[src/rtl/riscv_instr_port_arbiter_pkg.sv]
// Shared types and limits for the instruction-port arbiter slice.
package riscv_instr_arb_pkg;

  localparam int NUM_REQ_MAX     = 8;
  localparam int OUTSTANDING_MAX = 2;

  typedef logic [2:0] owner_id_t;

  function automatic owner_id_t next_owner(owner_id_t cur, int num_req);
    return (int'(cur) == num_req - 1) ? owner_id_t'(0) : cur + owner_id_t'(1);
  endfunction

endpackage

[src/rtl/riscv_instr_port_arbiter_if.sv]
// Instruction-memory bus: req/gnt address phase plus rvalid data phase with PMP fault.
interface riscv_instr_port_arbiter_if #(
  parameter int ADDR_W = 32,
  parameter int DATA_W = 32
);
  logic              instr_req_o;
  logic [ADDR_W-1:0] instr_addr_o;
  logic              instr_gnt_i;
  logic [DATA_W-1:0] instr_rdata_i;
  logic              instr_rvalid_i;
  logic              instr_err_pmp_i;

  modport master (
    output instr_req_o, instr_addr_o,
    input  instr_gnt_i, instr_rdata_i, instr_rvalid_i, instr_err_pmp_i
  );

  modport slave (
    input  instr_req_o, instr_addr_o,
    output instr_gnt_i, instr_rdata_i, instr_rvalid_i, instr_err_pmp_i
  );
endinterface

[src/rtl/riscv_instr_port_arbiter_rr_arbiter.sv]
// Combinational round-robin picker: first asserted req at or after ptr, wrapping.
module riscv_rr_arbiter
  import riscv_instr_arb_pkg::*;
#(
  parameter int NUM_REQ = 2
) (
  input  logic [NUM_REQ-1:0] req,
  input  owner_id_t          ptr,
  output owner_id_t          sel,
  output logic               valid
);

  int idx;

  always_comb begin
    sel   = '0;
    valid = 1'b0;
    idx   = 0;
    for (int i = 0; i < NUM_REQ; i++) begin
      idx = int'(ptr) + i;
      if (idx >= NUM_REQ) idx = idx - NUM_REQ;
      for (int j = 0; j < NUM_REQ; j++) begin
        if (!valid && (j == idx) && req[j]) begin
          valid = 1'b1;
          sel   = owner_id_t'(j);
        end
      end
    end
  end

endmodule

[src/rtl/riscv_instr_port_arbiter.sv]
// Shares one instruction port among NUM_REQ fetch requesters with in-order response routing.
// INSTR_ARB_FIXED_PRIO_EN selects fixed priority (index 0 highest) instead of round-robin.
module riscv_instr_port_arbiter
  import riscv_instr_arb_pkg::*;
#(
  parameter int NUM_REQ = 2,
  parameter int ADDR_W  = 32,
  parameter int DATA_W  = 32
) (
  input  logic                           clk,
  input  logic                           rst,
  input  logic [NUM_REQ-1:0]             req_i,
  input  logic [NUM_REQ-1:0][ADDR_W-1:0] addr_i,
  output logic [NUM_REQ-1:0]             gnt_o,
  output logic [NUM_REQ-1:0]             rvalid_o,
  output logic [DATA_W-1:0]              rdata_o,
  output logic [NUM_REQ-1:0]             err_pmp_o,
  riscv_instr_port_arbiter_if.master     mem,
  output logic                           protocol_err_o
);

  logic              lock;
  owner_id_t         lock_sel;
  owner_id_t         arb_ptr;
  owner_id_t         arb_sel;
  logic              arb_valid;
  owner_id_t         sel;
  logic              req_sel;
  logic [ADDR_W-1:0] addr_sel;
  logic [ADDR_W-1:0] last_addr;
  logic              issue, accept, fault, resp, wr_idx;
  logic [1:0]        outstanding;
  owner_id_t         owner_fifo [2];

`ifdef INSTR_ARB_FIXED_PRIO_EN
  assign arb_ptr = '0;
`else
  owner_id_t rr_ptr;
  assign arb_ptr = rr_ptr;
`endif

  riscv_rr_arbiter #(.NUM_REQ(NUM_REQ)) u_rr_arbiter (
    .req   (req_i),
    .ptr   (arb_ptr),
    .sel   (arb_sel),
    .valid (arb_valid)
  );

  // A locked requester keeps the port; its address still follows addr_i live.
  always_comb begin
    sel      = lock ? lock_sel : arb_sel;
    req_sel  = 1'b0;
    addr_sel = '0;
    for (int i = 0; i < NUM_REQ; i++) begin
      if (sel == owner_id_t'(i)) begin
        req_sel  = req_i[i];
        addr_sel = addr_i[i];
      end
    end
    issue  = req_sel & ((outstanding < 2'(OUTSTANDING_MAX)) | mem.instr_rvalid_i);
    accept = issue & mem.instr_gnt_i & ~mem.instr_err_pmp_i;
    fault  = issue & mem.instr_err_pmp_i;
    resp   = mem.instr_rvalid_i & (outstanding != 2'd0);
    wr_idx = (outstanding == 2'd2) | ((outstanding == 2'd1) & ~resp);
    gnt_o     = '0;
    err_pmp_o = '0;
    rvalid_o  = '0;
    for (int i = 0; i < NUM_REQ; i++) begin
      if (sel == owner_id_t'(i)) begin
        gnt_o[i]     = accept;
        err_pmp_o[i] = fault;
      end
      if (owner_fifo[0] == owner_id_t'(i)) rvalid_o[i] = resp;
    end
  end

  assign mem.instr_req_o  = issue;
  assign mem.instr_addr_o = issue ? addr_sel : last_addr;
  assign rdata_o          = mem.instr_rdata_i;

  always_ff @(posedge clk) begin
    if (rst) begin
      lock           <= 1'b0;
      lock_sel       <= '0;
      outstanding    <= '0;
      protocol_err_o <= 1'b0;
`ifndef INSTR_ARB_FIXED_PRIO_EN
      rr_ptr         <= '0;
`endif
    end else begin
      if (accept || fault) begin
        lock <= 1'b0;
`ifndef INSTR_ARB_FIXED_PRIO_EN
        rr_ptr <= next_owner(sel, NUM_REQ);
`endif
      end else if (issue) begin
        lock     <= 1'b1;
        lock_sel <= sel;
      end else if (lock && !req_sel) begin
        lock <= 1'b0;
      end
      unique case ({accept, resp})
        2'b10:   outstanding <= outstanding + 2'd1;
        2'b01:   outstanding <= outstanding - 2'd1;
        default: outstanding <= outstanding;
      endcase
      if (mem.instr_rvalid_i && (outstanding == 2'd0)) protocol_err_o <= 1'b1;
    end
  end

  // Owner FIFO and held address are data only; outstanding qualifies their use.
  always_ff @(posedge clk) begin
    if (issue) last_addr <= addr_sel;
    if (resp) owner_fifo[0] <= owner_fifo[1];
    if (accept) owner_fifo[wr_idx] <= sel;
  end

endmodule

[src/flat_wrapper.sv]
// flat-port wrapper written by rule: the top's interface ports become plain ports
module riscv_instr_port_arbiter_flat import riscv_instr_arb_pkg::*;
#(
  parameter int NUM_REQ = 2,
  parameter int ADDR_W  = 32,
  parameter int DATA_W  = 32
)
  (clk, rst, req_i, addr_i, gnt_o, rvalid_o, rdata_o, err_pmp_o, protocol_err_o, mem_instr_req_o, mem_instr_addr_o, mem_instr_gnt_i, mem_instr_rdata_i, mem_instr_rvalid_i, mem_instr_err_pmp_i);
  riscv_instr_port_arbiter_if #(.ADDR_W(ADDR_W), .DATA_W(DATA_W)) mem_i ();
  input  logic clk;
  input  logic rst;
  input  logic [NUM_REQ-1:0] req_i;
  input  logic [NUM_REQ-1:0][ADDR_W-1:0] addr_i;
  output logic [NUM_REQ-1:0] gnt_o;
  output logic [NUM_REQ-1:0] rvalid_o;
  output logic [DATA_W-1:0] rdata_o;
  output logic [NUM_REQ-1:0] err_pmp_o;
  output logic protocol_err_o;
  output wire logic [$bits(mem_i.instr_req_o)-1:0] mem_instr_req_o;
  output wire logic [$bits(mem_i.instr_addr_o)-1:0] mem_instr_addr_o;
  input wire logic [$bits(mem_i.instr_gnt_i)-1:0] mem_instr_gnt_i;
  input wire logic [$bits(mem_i.instr_rdata_i)-1:0] mem_instr_rdata_i;
  input wire logic [$bits(mem_i.instr_rvalid_i)-1:0] mem_instr_rvalid_i;
  input wire logic [$bits(mem_i.instr_err_pmp_i)-1:0] mem_instr_err_pmp_i;
  assign mem_instr_req_o = mem_i.instr_req_o;
  assign mem_instr_addr_o = mem_i.instr_addr_o;
  assign mem_i.instr_gnt_i = mem_instr_gnt_i;
  assign mem_i.instr_rdata_i = mem_instr_rdata_i;
  assign mem_i.instr_rvalid_i = mem_instr_rvalid_i;
  assign mem_i.instr_err_pmp_i = mem_instr_err_pmp_i;
  riscv_instr_port_arbiter #(.NUM_REQ(NUM_REQ), .ADDR_W(ADDR_W), .DATA_W(DATA_W)) u_core (.clk(clk), .rst(rst), .req_i(req_i), .addr_i(addr_i), .gnt_o(gnt_o), .rvalid_o(rvalid_o), .rdata_o(rdata_o), .err_pmp_o(err_pmp_o), .mem(mem_i), .protocol_err_o(protocol_err_o));
endmodule
[config.mk]
export PLATFORM = sky130hd
export DESIGN_NAME = riscv_instr_port_arbiter_flat
export DESIGN_NICKNAME = d
export VERILOG_FILES = /design/src/rtl/riscv_instr_port_arbiter_pkg.sv /design/src/rtl/riscv_instr_port_arbiter_if.sv /design/src/rtl/riscv_instr_port_arbiter_rr_arbiter.sv /design/src/rtl/riscv_instr_port_arbiter.sv /design/src/flat_wrapper.sv
export SDC_FILE = /design/constraint.sdc
export NUM_CORES = 1
export LEC_CHECK = 0
export CORE_MARGIN = 2
export CORE_UTILIZATION = 37
export CTS_CLUSTER_SIZE = 24
export DETAILED_ROUTE_END_ITERATION = 6
export HOLD_SLACK_MARGIN = 0.02
export PLACE_DENSITY_LB_ADDON = 0.08
export SYNTH_ARGS = -nofsm -noshare
export SYNTH_HDL_FRONTEND = slang
export SYNTH_SLANG_ARGS = --single-unit
[constraint.sdc]
create_clock -name clk -period 3.5 [get_ports clk]
set_input_delay 0.525 -clock clk [delete_from_list [all_inputs] [get_ports clk]]
set_output_delay 0.525 -clock clk [all_outputs]
set_load 0.03 [all_outputs]
* Yosys cells after proc, flatten, opt, wreduce, memory -nomap -nowiden *
Memory sizes are Yosys's and may differ from the RTL's.
Index checks and enable logic that the tools add are counted.

storage, ports and cells
  output and inout port bits = 72
  input port bits = 103
  bits in registers = 42
  memories = 1
  logic and storage cells = 88
  RAM bits = 6

operators by class
  $lt $le $gt $ge = 3
  bitwise logic cells = 11
  reduce and logical (&&, ||, !) cells = 24
  muxes and demuxes = 28
  add/sub/neg operators = 6
  equality and inequality tests = 9

memory list
  memory             depth  bits a word  rd ports  clocked after memory_dff  write ports  RTL line                        RTL
  u_core.owner_fifo  2      3            2         0                         2            riscv_instr_port_arbiter.sv:33  owner_id_t owner_fifo [2];

operator list
  operator                                                               count
  32-bit 2-to-1 mux                                                      5
  2-bit by 32-bit equality test with 1-bit output, first input constant  2
  32-bit zero test                                                       2
  1-bit 2-to-1 mux                                                       18
  3-bit 2-to-1 mux                                                       4
  1-bit logical AND                                                      9
  1-bit bitwise AND                                                      6
  3-bit by 1-bit equality test with 1-bit output, second input constant  2
  3-bit zero test                                                        2
  2-bit nonzero test                                                     3
  4-bit by 2-bit subtractor with 5-bit output, second input constant     1
  3-bit by 1-bit adder with 4-bit output, second input constant          1
  2-bit by 1-bit equality test with 1-bit output, second input constant  2
  2-bit equality test, second input constant                             2
  4-bit by 2-bit >= comparator with 1-bit output, second input constant  1
  1-bit zero test                                                        4
  2-bit one-hot mux with 2 select lines                                  1
  3-bit by 2-bit subtractor with 4-bit output, second input constant     1
  3-bit by 1-bit adder with 3-bit output, second input constant          1
  3-bit by 2-bit equality test with 1-bit output, second input constant  1
  3-bit by 2-bit >= comparator with 1-bit output, second input constant  1
  1-bit inverter                                                         3
  2-bit by 1-bit adder with 2-bit output, second input constant          1
  2-bit zero test                                                        1
  6 further kinds                                                        7

* Logic depth before layout (Yosys ltp) *
Gate-level depths: netlist of the first run.

  depth in word-level cells = 27
  mapped depth = 11
  depth with buffers taken out = 11

* Cells and area by module *
Synthesis of the first run repeated with hierarchy kept, for this count alone.

unflattened totals
  cells, all modules = 316
  area, all modules = 2780.2 um2

by module, submodules not included
  module                    sequential area each (um2)  cells an instance  instances  area each (um2)
  riscv_instr_port_arbiter  1021.0                      278                1          2523.7
  riscv_rr_arbiter          0.0                         38                 1          256.5

* Worst setup path after synthesis of the first run *
No wires, ideal clock.

  kind = flip-flop to output port
  start = reg u_core.rr_ptr[1] (netlist: u_core.arb_ptr[1])
  end = out err_pmp_o[0]
  data required time = 2975 ps
  arrival = 2767 ps
  cell stages (with the launch flop) = 10
  path buffers = 2
  path slack = 208 ps
  path through = dfxtp_1 inv_1 ha_1 ha_1 nor4b_2 o311ai_2 o211ai_2 buf_2 buf_4 nor4_1

on the way
  cells in the longest elaborated chain, start to end = 24
  elaborated cells on any way between the ends = 35
  classes of those cells = add/sub: 3; order compare: 2; eq/ne: 3; mux: 12; bitwise: 2; reduce/logical: 13

RTL lines
  element                                                                                                        RTL line                                                        RTL
  start, declared                                                                                                riscv_instr_port_arbiter.sv:38                                  owner_id_t rr_ptr;
  start signal, assigned                                                                                         riscv_instr_port_arbiter.sv:94                                  rr_ptr <= next_owner(sel, NUM_REQ);
  3-bit by 2-bit subtractor with 4-bit output or 3-bit by 2-bit >= comparator with 1-bit output (tied branches)  riscv_instr_port_arbiter_rr_arbiter.sv:21                       if (idx >= NUM_REQ) idx = idx - NUM_REQ;
  32-bit 2-to-1 mux                                                                                              riscv_instr_port_arbiter_rr_arbiter.sv:21
  32-bit zero test                                                                                               riscv_instr_port_arbiter_rr_arbiter.sv:23                       if (!valid && (j == idx) && req[j]) begin
  1-bit logical AND                                                                                              riscv_instr_port_arbiter_rr_arbiter.sv:23
  1-bit 2-to-1 mux                                                                                               riscv_instr_port_arbiter_rr_arbiter.sv:23
  1-bit zero test                                                                                                riscv_instr_port_arbiter_rr_arbiter.sv:23
  1-bit logical AND (2 in series)                                                                                riscv_instr_port_arbiter_rr_arbiter.sv:23
  1-bit 2-to-1 mux                                                                                               riscv_instr_port_arbiter_rr_arbiter.sv:23
  (+7 left out)                                                                                                  -
  3-bit 2-to-1 mux (*)                                                                                           riscv_instr_port_arbiter_rr_arbiter.sv:23
  3-bit 2-to-1 mux (*)                                                                                           riscv_instr_port_arbiter.sv:51                                  sel = lock ? lock_sel : arb_sel;
  named net u_core.sel[0]                                                                                        riscv_instr_port_arbiter.sv:27                                  owner_id_t sel;
  3-bit zero test                                                                                                riscv_instr_port_arbiter.sv:55, riscv_instr_port_arbiter.sv:69
  1-bit 2-to-1 mux (2 in series)                                                                                 riscv_instr_port_arbiter.sv:55                                  if (sel == owner_id_t'(i)) begin
  1-bit bitwise AND                                                                                              riscv_instr_port_arbiter.sv:60                                  issue = req_sel & ((outstanding < 2'(OUTSTANDING_MAX)) | mem.instr_rvalid_i);
  1-bit bitwise AND                                                                                              riscv_instr_port_arbiter.sv:62                                  fault = issue & mem.instr_err_pmp_i;
  1-bit 2-to-1 mux (*)                                                                                           riscv_instr_port_arbiter.sv:69                                  if (sel == owner_id_t'(i)) begin
  end, declared                                                                                                  flat_wrapper.sv:17                                              output logic [NUM_REQ-1:0] err_pmp_o;

The timed path passes the listed nets; every way through them passes the cells marked *.

* Worst setup path in the final report of the first run *
  start = reg u_core.rr_ptr[1] (netlist: u_core.arb_ptr[1])
  end = out mem_instr_addr_o[24]

on the way
  cells in the longest elaborated chain, start to end = 23
  elaborated cells on any way between the ends = 36
  classes of those cells = add/sub: 3; order compare: 2; eq/ne: 3; mux: 14; bitwise: 1; reduce/logical: 13

RTL lines
  element                                                                                                        RTL line                                   RTL
  3-bit by 2-bit subtractor with 4-bit output or 3-bit by 2-bit >= comparator with 1-bit output (tied branches)  riscv_instr_port_arbiter_rr_arbiter.sv:21
  32-bit 2-to-1 mux                                                                                              riscv_instr_port_arbiter_rr_arbiter.sv:21
  32-bit zero test                                                                                               riscv_instr_port_arbiter_rr_arbiter.sv:23
  1-bit logical AND                                                                                              riscv_instr_port_arbiter_rr_arbiter.sv:23
  1-bit 2-to-1 mux                                                                                               riscv_instr_port_arbiter_rr_arbiter.sv:23
  1-bit zero test                                                                                                riscv_instr_port_arbiter_rr_arbiter.sv:23
  1-bit logical AND (2 in series)                                                                                riscv_instr_port_arbiter_rr_arbiter.sv:23
  1-bit 2-to-1 mux                                                                                               riscv_instr_port_arbiter_rr_arbiter.sv:23
  (+4 left out)                                                                                                  -
  1-bit zero test                                                                                                riscv_instr_port_arbiter_rr_arbiter.sv:23
  1-bit logical AND (2 in series)                                                                                riscv_instr_port_arbiter_rr_arbiter.sv:23
  3-bit 2-to-1 mux (*)                                                                                           riscv_instr_port_arbiter_rr_arbiter.sv:23
  3-bit 2-to-1 mux (*)                                                                                           riscv_instr_port_arbiter.sv:51
  3-bit zero test                                                                                                riscv_instr_port_arbiter.sv:55
  1-bit 2-to-1 mux (2 in series)                                                                                 riscv_instr_port_arbiter.sv:55
  1-bit bitwise AND                                                                                              riscv_instr_port_arbiter.sv:60
  32-bit 2-to-1 mux (*)                                                                                          riscv_instr_port_arbiter.sv:78             assign mem.instr_addr_o = issue ? addr_sel : last_addr;
  end, declared                                                                                                  flat_wrapper.sv:20                         output wire logic [$bits(mem_i.instr_addr_o)-1:0] mem_instr_addr_o;

Mark *: on every way between the ends. The rest lies on a longest branch, timed or not.

==> summary.md, run 1 <==
| Metric | Value |
|---|---|
| Hold Vio Cnt, Final | 0 |
| Comb pwr share | 0.482 |
| Top cells by area, synth | dfxtp_1 (30%), o22a_1 (10%), buf_4 (8.9%) |
| WL per Instance | 15.71 µm |
| Max Freq | 297.7 MHz |
| Clk Latency, worst-skew pair | 0.30 ns |
| Die area | 0.008202 mm² |
| Max H-tree Level | 2 |
| Worst Hold Class | reg2reg |
| Total number of vias | 2,506 |
| Clk slew on worst S/H paths | 0.09 ns |
| Input/output buffers | 110 |
| Total track usage | 0.1800 |
| Setup TNS | 0 ns |
| Final worst path period need | 3.359 ns |
| Crit. Startpoint | u_core.arb_ptr[1]$_SDFFE_PP0P_ |
| Critical path type | reg2out |
| CP Capture Type | output port |
| Most common library cells after synthesis | dfxtp_1 (42), a21oi_1 (39), nand2_1 (37), and3_1 (33), buf_4 (33) |
| Ys async rst share | 0 |
| Cell internal pwr | 0.001634 W |
| Area share of the largest cell type after synthesis | 0.3032 |
| Die width | 90.57 µm |
| Synth unique cells | 40 |
| Worst setup SP type | flip-flop |
| Critical Path AT | roughly 2.8 ns |
| Post-synthesis area per instance | 8.802 µm² |
| Max VDD drop | 0.0003190 V |
| Total grt overflow | 0 |
| #FFs+latches synth | 48 |
| Initial Utilization | 0.3823 |
| Cell Chain, Critical Path | inv_1, ha_1, ha_1, nor4b_4, o31ai_2, a211oi_4, buf_4, clkbuf_16, a21oi_1, o22a_1, buf_4 |
| Max-slew headroom | 0.5839 |
| Most common cell in the netlist | dfxtp_1 |
| Placed cells | 480 |
| Sequential power share | 0.306 |
| Total power | 0.002610 W |
| Vias in the first global route | between 2,000 and 3,000 |
| MaxCap Viol Count | 0 |
| Layout Cells excl Fill | 490 |
| Psw | 0.0009754 W |
| Number of buffers created by CTS | 5 |
| WP data required | roughly 3.0 ns |
| Final Max Tran Viols | 0 |
| Synth warn | 0 |
| HPWL after DPL | 5331 µm |
| # diodes | 0 |
| Ports | about 180 |
| Final #Nets | 500 |
| Crit Path Max Fanout | 11 |
| Sequential cell area | 0.001022 mm² |
| Syn_nets | around 430 |
| Via density | 5.114 |
| Post-Synthesis Cells | between 300 and 400 |
| Setup violations, final | 0 |
| Post-route setup slack | 0.1414 ns |
| Area Overhead vs Synth | 40.66% |
| Share of cells above drive strength 1 | 0.1918 |
| Pleak | 1.716 nW |
| Final ANT Viol Nets | 0 |
| Fillers | 711 |
| Most used DFF post-synth | dfxtp_1 |
| Pre-CTS setup slack | roughly 0.23 ns |
| RSZ-0062 raised after global routing | true |
| Placed cell areas | 0.003656 mm² |
| CP max stage delay | 0.39 ns |
| TritonCTS clock tree | yes |
| Row cnt | 31 |
| Post-Synthesis Cell Area | 0.002773 mm² |
| Router iterations before antenna repair | 4 |
| # clock sinks | 48 |
| First-pass GRT wire length | 12,090 µm |
| Final instance area | 0.003900 mm² |
| R2r startpoint | u_core.arb_ptr[1]$_SDFFE_PP0P_ |
| Iter 0 DRT Violations | 87 |
| Gpl congestion | 0.7763 |
| Synth area leader | dfxtp_1 |
| Worst Max-Slew Pin Slew | 0.6235 ns |
| Hold_sp | u_core.protocol_err_o$_SDFFE_PP0P_ |
| Bufs on Longest Clock Path | 2 |
| Tcrit/Tclk final | 0.9596 |
| Outcome | finished, final reports clean |
| Crit path max-delay cell type | dfxtp_1 |
| Power per cell area | approximately 670 mW/mm² |
| Multi-input combinational cell area | 0.001391 mm² |
| Post-synth EDFFs | 6 |
| Sw Share | 0.3738 |
| Placeable core region | 0.007253 mm² |
| Wirelength, routed | between 7000 and 8000 µm |
| Setup Skew | 0.004770 ns |
| Initial antenna violation count | 0 |
| DRC viols | 0 |
| Largest net degree at the start of global routing | 34 |
| Clock share of power | 0.213 |
| Die height | 90.57 µm |
| Root Buffer | clkbuf_8 |
| Sequential area share after synthesis | 0.3682 |
-- cells by family after synthesis --
logic type | count (synthesis) | share of synthesized area
AO/OA/AOI/OAI | 84 | 0.2302
flip-flops | 48 | 0.3682
buffers and inverters | 63 | 0.1444
XOR/XNOR | 3 | 0.009478
multiplexers | 1 | 0.004061
AND/OR/NAND/NOR | 109 | 0.2121
adder cells (fa/ha/maj) | 7 | 0.03159
-- per-stage QoR --
step | utilization | hold WS, ns
2_1_floorplan | - | 0.4613
6_report | 0.5377 | 0.4900
4_1_cts | 0.5263 | 0.4842
3_5_place_dp | 0.5041 | 0.4609
3_3_place_gp | 0.5041 | 0.4589
5_1_grt | 0.5377 | 0.5143
-- power by group through the flow --
stage                     clock network [W]  registers [W]  logic [W]
after floorplan                           0       0.000795   0.000860
after CTS                          0.000572       0.000796    0.00123
final                              0.000555       0.000797    0.00126
after global routing               0.000591       0.000811    0.00136
after detailed placement                  0       0.000808    0.00122
after global placement                    0       0.000802    0.00121
-- final timing paths --
path | to | slack [ns] | cells past startpoint
setup / recovery | mem_instr_addr_o[24] | 0.14 | 11
setup reg to reg | u_core.outstanding[0]$_SDFFE_PP0P_ | 0.94 | 10
hold / removal | u_core.protocol_err_o$_SDFFE_PP0P_ | 0.49 | 2
hold reg to reg | u_core.protocol_err_o$_SDFFE_PP0P_ | 0.49 | 2
-- layout make-up --
cell class | instances | area share
Timing Repair Buffer | 123 | 0.3009
Tap cell | 99 | 0.03176
Inverter | 8 | 0.007700
Clock buffer | 5 | 0.01765
Clock inverter | 3 | 0.02310
Sequential cell | 48 | 0.2621
Multi-Input combinational cell | 204 | 0.3568
-- metal layers --
layer	vias to the layer above	global-route usage	share of wire
li1	1238	-	-
met1	1158	0.2194	0.45
met2	90	0.2979	0.45
met3	20	0.06260	0.082
met4	0	0.05641	0.015
met5	-	0	0
-- worst max-delay path: cells and delay by family (launching register included) --
| family | cells | cell delay (ns) |
|---|---|---|
| AO/OA/AOI/OAI | 4 | 0.60 |
| AND/OR/NAND/NOR | 1 | 0.24 |
| buffers and inverters | 4 | 0.62 |
| flip-flops | 1 | 0.39 |
| adder cells (fa/ha/maj) | 2 | 0.66 |
-- sequential cells by signal (all words and copies together), names as in the netlist --
register,flops
u_core.protocol_err_o,1
u_core.lock_sel,3
u_core.last_addr,32
u_core.outstanding,2
u_core.owner_fifo,6
u_core.lock,1
u_core.arb_ptr,3
-- repair_timing --
action                                  in CTS  in global routing
gates cloned                                 0                  1
setup buffers                                0                  1
endpoints found under the setup margin      22                 33
hold buffers                                 0                  0
pin swaps                                    0                  1
resized for setup                            2                 12
-- cells in the final DEF (no fill, tap or decap), types with 4 or more instances in the layout --
cell type        Yosys  final
clkdlybuf4s50_1      0     73
buf_4               33     42
dfxtp_1             42     41
a21oi_1             39     39
nand2_1             37     37
and3_1              33     33
o22a_1              32     32
nor2_1              10      9
inv_1                8      8
ha_1                 7      7
edfxtp_1             6      6
nand2b_1             5      5
clkbuf_8             0      5
nor2b_1              4      4
and2_1               5      4
No activity file was read; power rests on OpenSTA's default activity.
==> inputs of run 2 (changes only) <==
- CTS_CLUSTER_SIZE: 24 -> 28
- RECOVER_POWER: default -> 100
==> summary.md, run 2 (same netlist as run 1, synthesis figures left out) <==
| Metric | Value |
|---|---|
| Hold Vio Cnt, Final | 0 (unchanged) |
| Critical path type | reg2out |
| Via density | 5.114 (unchanged) |
| Post-CTS Hold Buffers | 0 (unchanged) |
| Total number of vias | 2,506 (unchanged) |
| Power per cell area | 668.8 mW/mm² (about the same) |
| Die area | 0.008202 mm² (unchanged) |
| MaxCap Viol Count | 0 (unchanged) |
| Worst Hold Class | reg2reg |
| CP Capture Type | output port |
| Fillers | 711 (unchanged) |
| Setup violations, final | 0 (unchanged) |
| Most frequent cells in the layout | clkdlybuf4s50_1 (71), buf_4 (42), dfxtp_1 (41) |
| Commonest non-fill, non-tap cell in the layout | clkdlybuf4s50_1 |
| Row cnt | 31 (unchanged) |
| Router iterations before antenna repair | 4 (unchanged) |
| Crit Path Max Fanout | 11 (unchanged) |
| Final worst path period need | 3.359 ns (+0.00002900 ns) |
| Max Freq | 297.7 MHz (about the same) |
| Initial antenna violation count | 0 (unchanged) |
| RSZ-0062 raised after global routing | true |
| # clock sinks | 48 (unchanged) |
| Ports | 175 (unchanged) |
| Pleak | 1.716 nW (about the same) |
| Top sig layer | met4 |
| Critical Path AT | 2.83 ns (about the same) |
| WP data required | 2.97 ns (about the same) |
| Setup Skew | 0.004792 ns (+0.00002265 ns) |
| Total track usage | 0.1800 (unchanged) |
| Input/output buffers | 110 (unchanged) |
| Final #Nets | 500 (unchanged) |
| Root Buffer | clkbuf_8 |
| Final Max Tran Viols | 0 (unchanged) |
| Clk slew on worst S/H paths | 0.09 ns (about the same) |
| Die height | 90.57 µm (unchanged) |
| Largest Register | u_core.last_addr |
| Area Overhead vs Synth | 40.66% (unchanged) |
| Max VDD drop | 0.0003190 V (about the same) |
| Largest net degree at the start of global routing | 34 (unchanged) |
| Worst setup SP type | flip-flop |
| DR WL met3 | 633 µm (unchanged) |
| HPWL after DPL | 5331 µm (unchanged) |
| Clk Latency, worst-skew pair | 0.30 ns (about the same) |
| Wirelength, routed | 7696 µm (unchanged) |
| DRC viols | 0 (unchanged) |
| Tcrit/Tclk final | 0.9596 (about the same) |
| Max-slew headroom | 0.5842 (about the same) |
| Die width | 90.57 µm (unchanged) |
| Wire length on met1 | 3459 µm (unchanged) |
| Vias in the first global route | 2,510 (unchanged) |
| Gpl congestion | 0.7763 (unchanged) |
| Largest regs | u_core.last_addr: 32 flops, u_core.owner_fifo: 6 flops |
| Iter 0 DRT Violations | 77 (-11%) |
| TritonCTS clock tree | yes |
| Placeable core region | 0.007253 mm² (unchanged) |
| Worst Max-Slew Pin Slew | 0.6230 ns (-0.0005187 ns) |
| Final ANT Viol Nets | 0 (unchanged) |
| Total grt overflow | 0 (unchanged) |
| Total power | 0.002608 W (about the same) |
| Initial Utilization | 0.3823 (unchanged) |
| # diodes | 0 (unchanged) |
| Met2 wire length | 3484 µm (unchanged) |
| Final core occ | 0.5377 (unchanged) |
| Outcome | finished, final reports clean |
| Bufs on Longest Clock Path | 2 (unchanged) |
| Max reg flops | 32 (unchanged) |
| Max H-tree Level | 2 (unchanged) |
| First-pass GRT wire length | 12,090 µm (unchanged) |
| WL per Instance | 15.71 µm (unchanged) |
| Number of buffers created by CTS | 5 (unchanged) |
| Share of cells above drive strength 1 | 0.1918 (unchanged) |
==> run 2: cell types whose count changed in the layout (fill, tap and decap cells not counted) <==
cell,before,now
and2_1,4,2
and2_0,0,2
dlygate4sd3_1,0,2
clkdlybuf4s50_1,73,71
==> run 2: power breakdown <==
group,total [W],switching (W),internal (W)
Clock,0.000555,0.000198,0.000357
Sequential,0.000797,0.0000623,0.000735
Combinational,0.00126,0.000715,0.000541
==> run 2: per-layer routing <==
| layer | up-vias | track usage |
|---|---|---|
| li1 | 1238 | - |
| met1 | 1158 | 0.2194 |
| met2 | 90 | 0.2979 |
| met3 | 20 | 0.06260 |
| met4 | 0 | 0.05641 |
| met5 | - | 0 |
==> run 2: what timing repair did <==
item / in CTS / in global routing
gates resized for setup: 2 / 12
gates cloned: 0 / 1
pin swaps: 0 / 1
setup endpoints to repair: 22 / 33
setup buffers: 0 / 1
==> run 2: path summary, 6_finish.rpt <==
| path | slack [ns] | cells after the start | endpoint | start |
|---|---|---|---|---|
| worst min register to register | 0.49 | 2 | u_core.protocol_err_o$_SDFFE_PP0P_ | u_core.protocol_err_o$_SDFFE_PP0P_ |
| worst min-delay path | 0.49 | 2 | u_core.protocol_err_o$_SDFFE_PP0P_ | u_core.protocol_err_o$_SDFFE_PP0P_ |
| worst max-delay path | 0.14 | 11 | mem_instr_addr_o[24] | u_core.arb_ptr[1]$_SDFFE_PP0P_ |
| worst max register to register | 0.94 | 10 | u_core.outstanding[0]$_SDFFE_PP0P_ | u_core.arb_ptr[1]$_SDFFE_PP0P_ |
==> run 2: area by class of cell <==
class	instances	area, µm²	share of cell area
clock buffers	5	68.82	0.01765
clock inverters	3	90.09	0.02310
inverters	8	30.03	0.007700
multi-input cells	204	1391	0.3568
flip-flops and latches	48	1022	0.2621
well taps	99	123.9	0.03176
repair buffers	123	1174	0.3009
==> run 2: worst max-delay path, cell delays in order (launching register included) <==
cell and delay (ns):
dfxtp_1 0.39, inv_1 0.09, ha_1 0.35, ha_1 0.31, nor4b_4 0.24, o31ai_2 0.15
a211oi_4 0.21, buf_4 0.19, clkbuf_16 0.17, a21oi_1 0.04, o22a_1 0.20, buf_4 0.17
==> run 2: metrics by stage <==
step                      hold WS [ns]   TNS, ns  std cells  area, µm²  setup slack (ns)
after floorplan                 0.4613         0        315       2773            0.2078
after global placement          0.4589         0        480       3656            0.2721
after detailed placement        0.4609         0        480       3656            0.2290
after CTS                       0.4842         0        488       3817           0.02885
after global routing            0.5143  -0.01468        490       3900         -0.008875
final                           0.4867         0        490       3900            0.1414
